--- src/rtl/lsu_axi_param_if.sv ---
// AXI-Lite data-port bundle between the load/store unit (master) and the interconnect (slave).
// Widths follow the XLEN/ADDR_W of the LSU that drives it.
interface lsu_axi_param_if #(
   parameter int XLEN   = 32,
   parameter int ADDR_W = 32
);
   localparam int NB = XLEN / 8;

   logic              ar_valid;
   logic              ar_ready;
   logic [ADDR_W-1:0] ar_addr;

   logic              r_valid;
   logic              r_ready;
   logic [XLEN-1:0]   r_data;
   logic [1:0]        r_resp;

   logic              aw_valid;
   logic              aw_ready;
   logic [ADDR_W-1:0] aw_addr;

   logic              w_valid;
   logic              w_ready;
   logic [XLEN-1:0]   w_data;
   logic [NB-1:0]     w_strb;

   logic              b_valid;
   logic              b_ready;
   logic [1:0]        b_resp;

   modport master (
      output ar_valid, ar_addr, input ar_ready,
      input  r_valid, r_data, r_resp, output r_ready,
      output aw_valid, aw_addr, input aw_ready,
      output w_valid, w_data, w_strb, input w_ready,
      input  b_valid, b_resp, output b_ready
   );

   modport slave (
      input  ar_valid, ar_addr, output ar_ready,
      output r_valid, r_data, r_resp, input r_ready,
      input  aw_valid, aw_addr, output aw_ready,
      input  w_valid, w_data, w_strb, output w_ready,
      output b_valid, b_resp, input b_ready
   );
endinterface

--- src/rtl/lsu_axi_param.sv ---
// Load/store unit: latches one EXU op, runs it over AXI-Lite with lane steering and
// strobes, extends load data and returns a single writeback pulse with an error code.
module lsu_axi_param #(
   parameter int XLEN   = 32,
   parameter int ADDR_W = 32
) (
   input  logic              clk_i,
   input  logic              rst_i,
   input  logic              m_valid_i,
   output logic              m_ready_o,
   input  logic              ren_i,
   input  logic              wen_i,
   input  logic              signed_i,
   input  logic [1:0]        size_i,
   input  logic [ADDR_W-1:0] addr_i,
   input  logic [XLEN-1:0]   wdata_i,
   output logic              wb_valid_o,
   output logic [XLEN-1:0]   rdata_o,
   output logic [1:0]        err_o,
   lsu_axi_param_if.master   mst
);
   localparam int NB = XLEN / 8;
   localparam int LW = $clog2(NB);

   typedef enum logic [5:0] {
      S_IDLE  = 6'b000001,
      S_RD_A  = 6'b000010,
      S_RD_D  = 6'b000100,
      S_WR_AW = 6'b001000,
      S_WR_B  = 6'b010000,
      S_WB    = 6'b100000
   } state_e;

   state_e            state_q, state_d;
   logic              signed_q, signed_d;
   logic [1:0]        size_q, size_d;
   logic [ADDR_W-1:0] addr_q, addr_d;
   logic [XLEN-1:0]   wdata_q, wdata_d;
   logic              aw_done_q, aw_done_d;
   logic              w_done_q, w_done_d;
   logic [XLEN-1:0]   rdata_q, rdata_d;
   logic [1:0]        err_q, err_d;

   logic              accept;
   logic              misaligned;
   logic [1:0]        acc_err;
   logic [LW-1:0]     lane;
   logic [XLEN-1:0]   sh;
   logic [XLEN-1:0]   ext;
   logic [7:0]        size_mask;

   always_ff @(posedge clk_i) begin
      if (rst_i) begin
         state_q   <= S_IDLE;
         signed_q  <= 1'b0;
         size_q    <= 2'd0;
         addr_q    <= '0;
         wdata_q   <= '0;
         aw_done_q <= 1'b0;
         w_done_q  <= 1'b0;
         rdata_q   <= '0;
         err_q     <= 2'd0;
      end else begin
         state_q   <= state_d;
         signed_q  <= signed_d;
         size_q    <= size_d;
         addr_q    <= addr_d;
         wdata_q   <= wdata_d;
         aw_done_q <= aw_done_d;
         w_done_q  <= w_done_d;
         rdata_q   <= rdata_d;
         err_q     <= err_d;
      end
   end

   // Accept-time checks; an illegal size outranks misalignment.
   always_comb begin
      accept = m_valid_i && (state_q == S_IDLE);
      case (size_i)
         2'd1:    misaligned = addr_i[0];
         2'd2:    misaligned = |addr_i[1:0];
         2'd3:    misaligned = |addr_i[2:0];
         default: misaligned = 1'b0;
      endcase
      if (size_i == 2'd3 && XLEN == 32) acc_err = 2'd3;
      else if (misaligned)              acc_err = 2'd1;
      else                              acc_err = 2'd0;
   end

   always_comb begin
      lane = addr_q[LW-1:0];
      sh   = mst.r_data >> {lane, 3'b000};
      case (size_q)
         2'd0:    ext = signed_q ? XLEN'($signed(sh[7:0]))  : XLEN'(sh[7:0]);
         2'd1:    ext = signed_q ? XLEN'($signed(sh[15:0])) : XLEN'(sh[15:0]);
         2'd2:    ext = signed_q ? XLEN'($signed(sh[31:0])) : XLEN'(sh[31:0]);
         default: ext = sh;
      endcase
      case (size_q)
         2'd0:    size_mask = 8'h01;
         2'd1:    size_mask = 8'h03;
         2'd2:    size_mask = 8'h0F;
         default: size_mask = 8'hFF;
      endcase
   end

   always_comb begin
      state_d = state_q;
      case (state_q)
         S_IDLE: begin
            if (accept) begin
               if (acc_err != 2'd0) state_d = S_WB;
               else if (ren_i)      state_d = S_RD_A;
               else if (wen_i)      state_d = S_WR_AW;
               else                 state_d = S_WB;
            end
         end
         S_RD_A:  if (mst.ar_ready) state_d = S_RD_D;
         S_RD_D:  if (mst.r_valid)  state_d = S_WB;
         S_WR_AW: if ((aw_done_q || mst.aw_ready) && (w_done_q || mst.w_ready)) state_d = S_WR_B;
         S_WR_B:  if (mst.b_valid)  state_d = S_WB;
         S_WB:    state_d = S_IDLE;
         default: state_d = S_IDLE;
      endcase
   end

   // Result registers only change on the edge that enters WB, so they hold between pulses.
   always_comb begin
      signed_d  = signed_q;
      size_d    = size_q;
      addr_d    = addr_q;
      wdata_d   = wdata_q;
      aw_done_d = 1'b0;
      w_done_d  = 1'b0;
      rdata_d   = rdata_q;
      err_d     = err_q;
      case (state_q)
         S_IDLE: begin
            if (accept) begin
               signed_d = signed_i;
               size_d   = size_i;
               addr_d   = addr_i;
               wdata_d  = wdata_i;
               if (acc_err != 2'd0 || (!ren_i && !wen_i)) begin
                  err_d   = acc_err;
                  rdata_d = '0;
               end
            end
         end
         S_RD_D: begin
            if (mst.r_valid) begin
               err_d   = (mst.r_resp != 2'd0) ? 2'd2 : 2'd0;
               rdata_d = (mst.r_resp != 2'd0) ? '0 : ext;
            end
         end
         S_WR_AW: begin
            aw_done_d = aw_done_q || mst.aw_ready;
            w_done_d  = w_done_q || mst.w_ready;
         end
         S_WR_B: begin
            if (mst.b_valid) begin
               err_d   = (mst.b_resp != 2'd0) ? 2'd2 : 2'd0;
               rdata_d = '0;
            end
         end
         default: ;
      endcase
   end

   always_comb begin
      m_ready_o    = (state_q == S_IDLE);
      wb_valid_o   = (state_q == S_WB);
      mst.ar_valid = (state_q == S_RD_A);
      mst.r_ready  = (state_q == S_RD_D);
      mst.aw_valid = (state_q == S_WR_AW) && !aw_done_q;
      mst.w_valid  = (state_q == S_WR_AW) && !w_done_q;
      mst.b_ready  = (state_q == S_WR_B);
      mst.ar_addr  = {addr_q[ADDR_W-1:LW], {LW{1'b0}}};
      mst.aw_addr  = {addr_q[ADDR_W-1:LW], {LW{1'b0}}};
      mst.w_data   = wdata_q << {lane, 3'b000};
      mst.w_strb   = size_mask[NB-1:0] << lane;
   end

   assign rdata_o = rdata_q;
   assign err_o   = err_q;

endmodule

--- src/flat_wrapper.sv ---
// flat-port wrapper written by rule: the top's interface ports become plain ports
module lsu_axi_param_flat 
#(
   parameter int XLEN   = 32,
   parameter int ADDR_W = 32
)
  (clk_i, rst_i, m_valid_i, m_ready_o, ren_i, wen_i, signed_i, size_i, addr_i, wdata_i, wb_valid_o, rdata_o, err_o, mst_ar_valid, mst_ar_addr, mst_ar_ready, mst_r_valid, mst_r_data, mst_r_resp, mst_r_ready, mst_aw_valid, mst_aw_addr, mst_aw_ready, mst_w_valid, mst_w_data, mst_w_strb, mst_w_ready, mst_b_valid, mst_b_resp, mst_b_ready);
  lsu_axi_param_if #(.XLEN(XLEN), .ADDR_W(ADDR_W)) mst_i ();
  input  logic clk_i;
  input  logic rst_i;
  input  logic m_valid_i;
  output logic m_ready_o;
  input  logic ren_i;
  input  logic wen_i;
  input  logic signed_i;
  input  logic [1:0] size_i;
  input  logic [ADDR_W-1:0] addr_i;
  input  logic [XLEN-1:0] wdata_i;
  output logic wb_valid_o;
  output logic [XLEN-1:0] rdata_o;
  output logic [1:0] err_o;
  output wire logic [$bits(mst_i.ar_valid)-1:0] mst_ar_valid;
  output wire logic [$bits(mst_i.ar_addr)-1:0] mst_ar_addr;
  input wire logic [$bits(mst_i.ar_ready)-1:0] mst_ar_ready;
  input wire logic [$bits(mst_i.r_valid)-1:0] mst_r_valid;
  input wire logic [$bits(mst_i.r_data)-1:0] mst_r_data;
  input wire logic [$bits(mst_i.r_resp)-1:0] mst_r_resp;
  output wire logic [$bits(mst_i.r_ready)-1:0] mst_r_ready;
  output wire logic [$bits(mst_i.aw_valid)-1:0] mst_aw_valid;
  output wire logic [$bits(mst_i.aw_addr)-1:0] mst_aw_addr;
  input wire logic [$bits(mst_i.aw_ready)-1:0] mst_aw_ready;
  output wire logic [$bits(mst_i.w_valid)-1:0] mst_w_valid;
  output wire logic [$bits(mst_i.w_data)-1:0] mst_w_data;
  output wire logic [$bits(mst_i.w_strb)-1:0] mst_w_strb;
  input wire logic [$bits(mst_i.w_ready)-1:0] mst_w_ready;
  input wire logic [$bits(mst_i.b_valid)-1:0] mst_b_valid;
  input wire logic [$bits(mst_i.b_resp)-1:0] mst_b_resp;
  output wire logic [$bits(mst_i.b_ready)-1:0] mst_b_ready;
  assign mst_ar_valid = mst_i.ar_valid;
  assign mst_ar_addr = mst_i.ar_addr;
  assign mst_i.ar_ready = mst_ar_ready;
  assign mst_i.r_valid = mst_r_valid;
  assign mst_i.r_data = mst_r_data;
  assign mst_i.r_resp = mst_r_resp;
  assign mst_r_ready = mst_i.r_ready;
  assign mst_aw_valid = mst_i.aw_valid;
  assign mst_aw_addr = mst_i.aw_addr;
  assign mst_i.aw_ready = mst_aw_ready;
  assign mst_w_valid = mst_i.w_valid;
  assign mst_w_data = mst_i.w_data;
  assign mst_w_strb = mst_i.w_strb;
  assign mst_i.w_ready = mst_w_ready;
  assign mst_i.b_valid = mst_b_valid;
  assign mst_i.b_resp = mst_b_resp;
  assign mst_b_ready = mst_i.b_ready;
  lsu_axi_param #(.XLEN(XLEN), .ADDR_W(ADDR_W)) u_core (.clk_i(clk_i), .rst_i(rst_i), .m_valid_i(m_valid_i), .m_ready_o(m_ready_o), .ren_i(ren_i), .wen_i(wen_i), .signed_i(signed_i), .size_i(size_i), .addr_i(addr_i), .wdata_i(wdata_i), .wb_valid_o(wb_valid_o), .rdata_o(rdata_o), .err_o(err_o), .mst(mst_i));
endmodule
--- config.mk ---
export PLATFORM = sky130hd
export DESIGN_NAME = lsu_axi_param_flat
export DESIGN_NICKNAME = d
export VERILOG_FILES = /design/src/rtl/lsu_axi_param_if.sv /design/src/rtl/lsu_axi_param.sv /design/src/flat_wrapper.sv
export SDC_FILE = /design/constraint.sdc
export NUM_CORES = 1
export LEC_CHECK = 0
export BUFFER_PORTS_ARGS = -buffer_cell sky130_fd_sc_hd__buf_2
export CORE_MARGIN = 5
export CORE_UTILIZATION = 49
export DETAILED_ROUTE_END_ITERATION = 12
export HOLD_SLACK_MARGIN = 0.02
export PLACE_DENSITY = 0.91
export REMOVE_ABC_BUFFERS = 1
export SYNTH_ARGS = -nofsm -noshare
export SYNTH_HDL_FRONTEND = slang
export SYNTH_SLANG_ARGS = --single-unit
--- constraint.sdc ---
create_clock -name clk_i -period 1.7 [get_ports clk_i]
set_input_delay 0.085 -clock clk_i [delete_from_list [all_inputs] [get_ports clk_i]]
set_output_delay 0.085 -clock clk_i [all_outputs]
set_load 0.01 [all_outputs]
==> results of run 1 <==
## area by class of cell
cell class,instances,area (µm²)
Fill cell,919,3770
Multi-Input combinational cell,532,3160
Tap cell,147,184
Antenna cell,3,7.51
Clock inverter,6,53.8
Timing Repair Buffer,352,2350
Sequential cell,109,2210
Clock buffer,10,239
Inverter,10,37.5
## synthesized netlist by cell type (2+ instances only)
cell,instances,share of area [%]
nor2b_1,18,1.9
nand3b_1,5,0.62
nand3_1,18,1.5
o21a_1,2,0.25
o211ai_1,2,0.25
nand4b_1,9,1.3
a211oi_1,16,2.0
inv_1,10,0.62
mux2i_1,57,9.5
o22ai_1,2,0.21
clkbuf_1,29,1.8
nor3b_2,2,0.42
nand2_1,170,11
nand2b_1,32,3.3
nor3_1,4,0.33
ha_1,3,0.62
buf_8,2,0.50
o21ai_0,37,3.1
dfxtp_1,109,36
and3_1,2,0.21
mux2_2,2,0.37
buf_1,2,0.12
nor2_1,23,1.4
buf_4,71,8.8
and2_1,8,0.83
a21oi_1,96,8.0
buf_2,17,1.4
## routing by layer
layer | share of wire, % | GRT usage, % | wire length, µm
met1 | 36 | 30.0 | 7600
met2 | 49 | 46.3 | 10300
met3 | 9.3 | 6.39 | 1940
met4 | 4.9 | 14.7 | 1030
met5 | 0 | 0 | 0
## per-stage QoR
stage	util, %	total power, µW	TNS (ns)	instance area, µm²
6_report	68.6	8690	0	8240
4_1_cts	66.7	8420	-0.0190	8020
3_3_place_gp	58.2	6110	0	6990
3_5_place_dp	58.2	6180	-0.859	6990
2_1_floorplan	-	4810	-115.46	5260
5_1_grt	68.5	9120	-0.884	8230
## power breakdown
group          leakage, µW  internal [µW]  switching (µW)
logic              0.00265           1530            1990
registers         0.000892           2830             264
clock network     0.000142           1060            1020
total              0.00368           5420            3280
## registers in the layout, summed over array words and instances (netlist names)
| name | cells |
|---|---|
| u_core.signed_q | 1 |
| u_core.addr_q | 32 |
| u_core.rdata_o | 32 |
| u_core.state_q | 6 |
| u_core.size_q | 2 |
| u_core.err_o | 2 |
| u_core.wdata_q | 32 |
| u_core.w_done_q | 1 |
| u_core.aw_done_q | 1 |
## worst paths after layout
kind	endpoint	slack (ns)	start	depth (start not counted)
worst max-delay path	mst_ar_valid	0.008	u_core.state_q[4]	5
worst min-delay path	u_core.addr_q[5]	0.04	addr_i[5]	3
worst min register to register	u_core.wdata_q[30]	0.45	u_core.wdata_q[30]	2
worst max register to register	u_core.rdata_o[9]	0.03	u_core.state_q[5]	6
## kinds of logic after synthesis
kind of cell    count (synthesis)  share of synthesized area (%)
other cells                     1                         0.0622
compound gates                166                           15.8
xor+xnor                        2                          0.291
simple gates                  298                           23.7
flops                         109                           36.2
mux                            59                           9.84
buf+inv                       132                           13.5
fa+ha+maj                       3                          0.623
## worst max-delay path: stages (launching register included)
cell and delay [ns]:
dfxtp_4 0.36, nor4_4 0.31, buf_4 0.17, nand3b_1 0.19, inv_1 0.11, buf_2 0.13
## what timing repair did
item | in CTS | in global routing
pin swaps | 2 | 3
endpoints found under the setup margin | 47 | 93
endpoints found under the hold margin | 66 | 0
gates cloned | 0 | 2
resized for setup | 15 | 33
hold buffers | 66 | 0
buffers inserted | 2 | 6
==> run metrics, run 1 <==
worst skew pair latency=about 0.35 ns; via count=~6500; Port Buf Inserts=249; Cell Area, Synth=roughly 6000 µm²; type of the worst setup path=register to output pin; VDD IR-drop max=about 0.76 mV; Top FF cell, synth=dfxtp_1; share of layout cells above drive strength 1=about a third; YS warnings=0; Area Overhead vs Synth=36.7%; largest net degree at the start of global routing=approximately 110; EDFF count, synth=0; post-DR wirelength/cell=17.9 µm; Avg Inst Size Synth=about 7.8 µm²; Mapped Cells=770; vias in the first global route=about 6500; Slew Limit Fails=0; worst path arrival time=between 1.5 and 2 ns; Seq/Total Area, Yosys=between 30% and 40%; worst hold path type=input pin to register; largest fanout on the critical path=5; Clock Sinks=approximately 110; drt drc=0; final worst slack=0.00790 ns; most frequent cells in the layout=248 x buf_2, 170 x nand2_1, 102 x dfxtp_1; gpl congestion=between 0.8 and 0.9; HPWL after DPL=around 13000 µm; synth unique cells=a little under 50; DR vias/cell=between 5 and 6; outcome=finished, final reports clean; CTS Buf Count=9; #FFs+latches synth=about 110; drt first-iter violations=between 700 and 800; Crit. End Element=output pin; skew final=0.0115 ns; pre-CTS setup slack=-0.0793 ns; setup violators final=0; Clock transition at path regs=approximately 0.070 ns; most common cell after layout, fill and taps aside=buf_2; unrepaired setup endpoints after global routing=yes; CTS tree=built; max-cap violation count=0; H-tree Lvls=3; die area=approximately 15000 µm²; WL final=~21000 µm; Leakage=0.00368 µW; CTS Buffer Depth=2; Remaining Overflow, GRT=0; Tcrit/Tclk final=99.5%; fin cells=1169; core area=about 12000 µm²; Placed Cells=1075; first-pass GRT wire length=roughly 31000 µm; crit start category=register; Pre-Repair DR Iteration Count=5; starting density of the core=50.2%; Die H=approximately 120 µm; I/O pin count=between 200 and 300; row count=40; initial antenna violation count=1; Nets=1130; Worst EP required=between 1.5 and 2 ns; FFs w/ async S/R, synth=0%; smallest hold slack=0.0445 ns; GRT Total Usage=26.7%; P per Cell Area=between 1000 and 1500 nW/µm²; fmax=about 0.59 GHz; post-route ant nets=0; Die W=121 µm; Final min period=approximately 1.7 ns; Fin. Hold Viols=0; Clk Tree Root Cell=clkbuf_16
Power figures use the tool's default switching activity.
==> inputs of run 2 (changes only) <==
--- a/config.mk
+++ b/config.mk
@@ -5,12 +5,13 @@
 export SDC_FILE = /design/constraint.sdc
 export NUM_CORES = 1
 export LEC_CHECK = 0
+export ABC_AREA = 1
 export BUFFER_PORTS_ARGS = -buffer_cell sky130_fd_sc_hd__buf_2
 export CORE_MARGIN = 5
 export CORE_UTILIZATION = 49
 export DETAILED_ROUTE_END_ITERATION = 12
 export HOLD_SLACK_MARGIN = 0.02
-export PLACE_DENSITY = 0.91
+export PLACE_DENSITY = 0.9
 export REMOVE_ABC_BUFFERS = 1
 export SYNTH_ARGS = -nofsm -noshare
 export SYNTH_HDL_FRONTEND = slang
==> run 2 against run 1 <==
Against the previous run:
- core utilization shrank 1.5 points
- clock skew grew 0.00068 ns
- non-clock buffer count shrank 14
- die area grew 1.7%
- register-to-register slack gained 0.05 ns
- clock power is essentially flat
- hold slack lost 0.036 ns
- fmax is essentially flat
- largest power group unchanged
==> run metrics, run 2 <==
CTS Buf Count=9; Avg Inst Size Synth=between 6 and 7 µm²; top cell type's share of synthesized area=between 30% and 40%; Pre-Repair DR Iteration Count=6; YS warnings=0; GRT Total Usage=~27%; first-pass GRT wire length=~33000 µm; Die W=122 µm; Setup crit end=mst_w_data[25]; crit start category=register; via count=just over 7000; worst r2r src=u_core.state_q[4]; Fin. Hold Viols=0; #FFs+latches synth=109; skew final=0.0122 ns; Reg2Reg Setup Slack=approximately 0.080 ns; Top FF cell, synth=dfxtp_1; smallest hold slack=roughly 0.0085 ns; area leader, netlist=dfxtp_1; die area=14900 µm²; drt first-iter violations=701; Comb power frac=56.6%; critical path's slowest cell=dfxtp_4; synth unique cells=29; R2R depth=7; post-DR wirelength/cell=15.9 µm; gpl congestion=just under 0.9; final worst slack=between 0.007 and 0.008 ns; WL final=between 20000 and 25000 µm; Area Overhead vs Synth=33.0%; type of the worst setup path=register to output pin; hold path cells=3; clock group share of total power=between 10% and 20%; Remaining Overflow, GRT=0; Cell Area, Synth=6140 µm²; Seq/Total Area, Yosys=35.6%; Clock Sinks=about 110; FFs w/ async S/R, synth=0%; Max stage delay on crit path=about 0.37 ns; P per Cell Area=approximately 1800 nW/µm²; largest fanout on the critical path=19; EDFF count, synth=0; VDD IR-drop max=between 1 and 1.5 mV; Clk Tree Root Cell=clkbuf_16; pre-CTS setup slack=approximately 0.13 ns; crit path cell chain=inv_4, buf_8, o21ai_2, a21oi_1, a21oi_2, buf_2; DR vias/cell=between 5 and 6; r2r endpoint=u_core.addr_q[9]; row count=40; post-route ant nets=0; initial antenna violation count=2; Worst EP required=1.62 ns; worst hold path type=input pin to register; Crit. End Element=output pin; top-count cell post-synth=nor2_1; share of layout cells above drive strength 1=between 20 and 30%; P_int=around 7700 µW; overall power=about 15000 µW; worst path arrival time=roughly 1.6 ns; sequential fraction of design power=29.1%; Mapped Cells=~960; CTS Buffer Depth=2; Hold Path Origin=wdata_i[19]; Clock transition at path regs=around 0.08 ns; fmax=about 0.6 GHz; outcome=finished, final reports clean; Sw Pwr=about 6900 µW; Leakage=0.00418 µW; drt drc=0; Net Sw Frac=47.1%; Final min period=around 1.7 ns; most frequent cells in the layout=249 x buf_2, 209 x nor2_1, 179 x nand2_1; starting density of the core=between 50 and 60%; max-cap violation count=0; unrepaired setup endpoints after global routing=yes; worst skew pair latency=between 0.3 and 0.4 ns; Die H=between 100 and 150 µm; CTS tree=built; I/O pin count=about 250; Synth area leaders=dfxtp_1 36%, nor2_1 13%, nand2_1 11%, buf_4 8.1%, o21ai_0 8.1%; setup violators final=0; most common cell after layout, fill and taps aside=buf_2; H-tree Lvls=3; Slew Limit Fails=0; cell area after layout=between 8000 and 9000 µm²; vias in the first global route=roughly 6800; HPWL after DPL=13400 µm; Post-synth top cells=210 x nor2_1, 179 x nand2_1, 109 x dfxtp_1; DP Area=7100 µm²; largest net degree at the start of global routing=74; Port Buf Inserts=about 250; Tcrit/Tclk final=between 90 and 100%; Nets=approximately 1300; core area=around 12000 µm²; crit path from=u_core.addr_q[0]; Filler cells=~1000
run 2: cell types whose count changed after synthesis, moves of 14 or more:
| cell | change |
|---|---|
| o21ai_0 | +62 |
| buf_2 | +14 |
| inv_1 | +40 |
| mux2i_1 | -55 |
| nand3_1 | +40 |
| nand2b_1 | -32 |
| a21oi_1 | -28 |
| a211oi_1 | -16 |
| nor2_1 | +187 |
| nor2b_1 | -18 |
run 2: cells by family (layout without fill, tap and decap cells):
group	Yosys count	count (layout)	share of synthesized area, %
flip-flops	109	109	35.6
other	1	8	0.0611
buffers and inverters	183	413	16.2
AND/OR/NAND/NOR	477	477	32.3
multiplexers	2	2	0.326
AO/OA/AOI/OAI	180	180	14.9
adder cells (fa/ha/maj)	3	3	0.612
run 2: power by group through the flow:
stage                     sequential (µW)  combinational [µW]  clock, µW
final                                4240                8250       2090
after global routing                 4340                9070       2210
after CTS                            4150                7730       2080
after detailed placement             4190                7510          0
after global placement               4150                7400          0
after floorplan                      4690                3830          0
run 2: final cells by class:
type                    count  area [µm²]  share of cell area (%)
multi-input cells         666        3020                    37.0
repair buffers            338        2220                    27.2
flip-flops and latches    109        2190                    26.9
clock buffers              11         243                    2.97
inverters                  59         224                    2.74
well taps                 168         210                    2.58
clock inverters             5        45.0                   0.552
diodes                      4        10.0                   0.123
run 2: metrics by stage:
step | cells | TNS, ns | util [%]
6_report | 1360 | 0 | 67.1
3_5_place_dp | 1276 | 0 | 58.4
5_1_grt | 1358 | -0.0898 | 67.1
4_1_cts | 1353 | 0 | 65.9
3_3_place_gp | 1276 | 0 | 58.4
2_1_floorplan | 834 | -91.81 | -
run 2: worst max-delay path, delay by kind of cell, from the launching register on:
kind / cells / cell delay [ns]
AOI/OAI and AO/OA: 3 / 0.42
buffers and inverters: 3 / 0.47
DFF: 1 / 0.37
run 2: worst min path at each step:
stage,endpoint
after floorplan,u_core.state_q[2]
after global placement,u_core.addr_q[12]
after detailed placement,u_core.addr_q[13]
after CTS,u_core.wdata_q[23]
after global routing,u_core.size_q[1]
final,u_core.wdata_q[19]
run 2: metal layers:
layer	vias up	GRT usage [%]	part of all wire, %
li1	3423	-	-
met3	68	5.52	9.5
met5	-	0	0
met1	3252	31.9	37
met4	0	14.6	4.1
met2	456	47.5	49
run 2: repair_timing:
item | CTS | global route
gates resized for setup | 5 | 33
setup endpoints to repair | 6 | 50
buffers inserted | 1 | 2
hold buffers | 60 | 0
gates cloned | 0 | 1
pin swaps | 0 | 3
endpoints found under the hold margin | 62 | 0
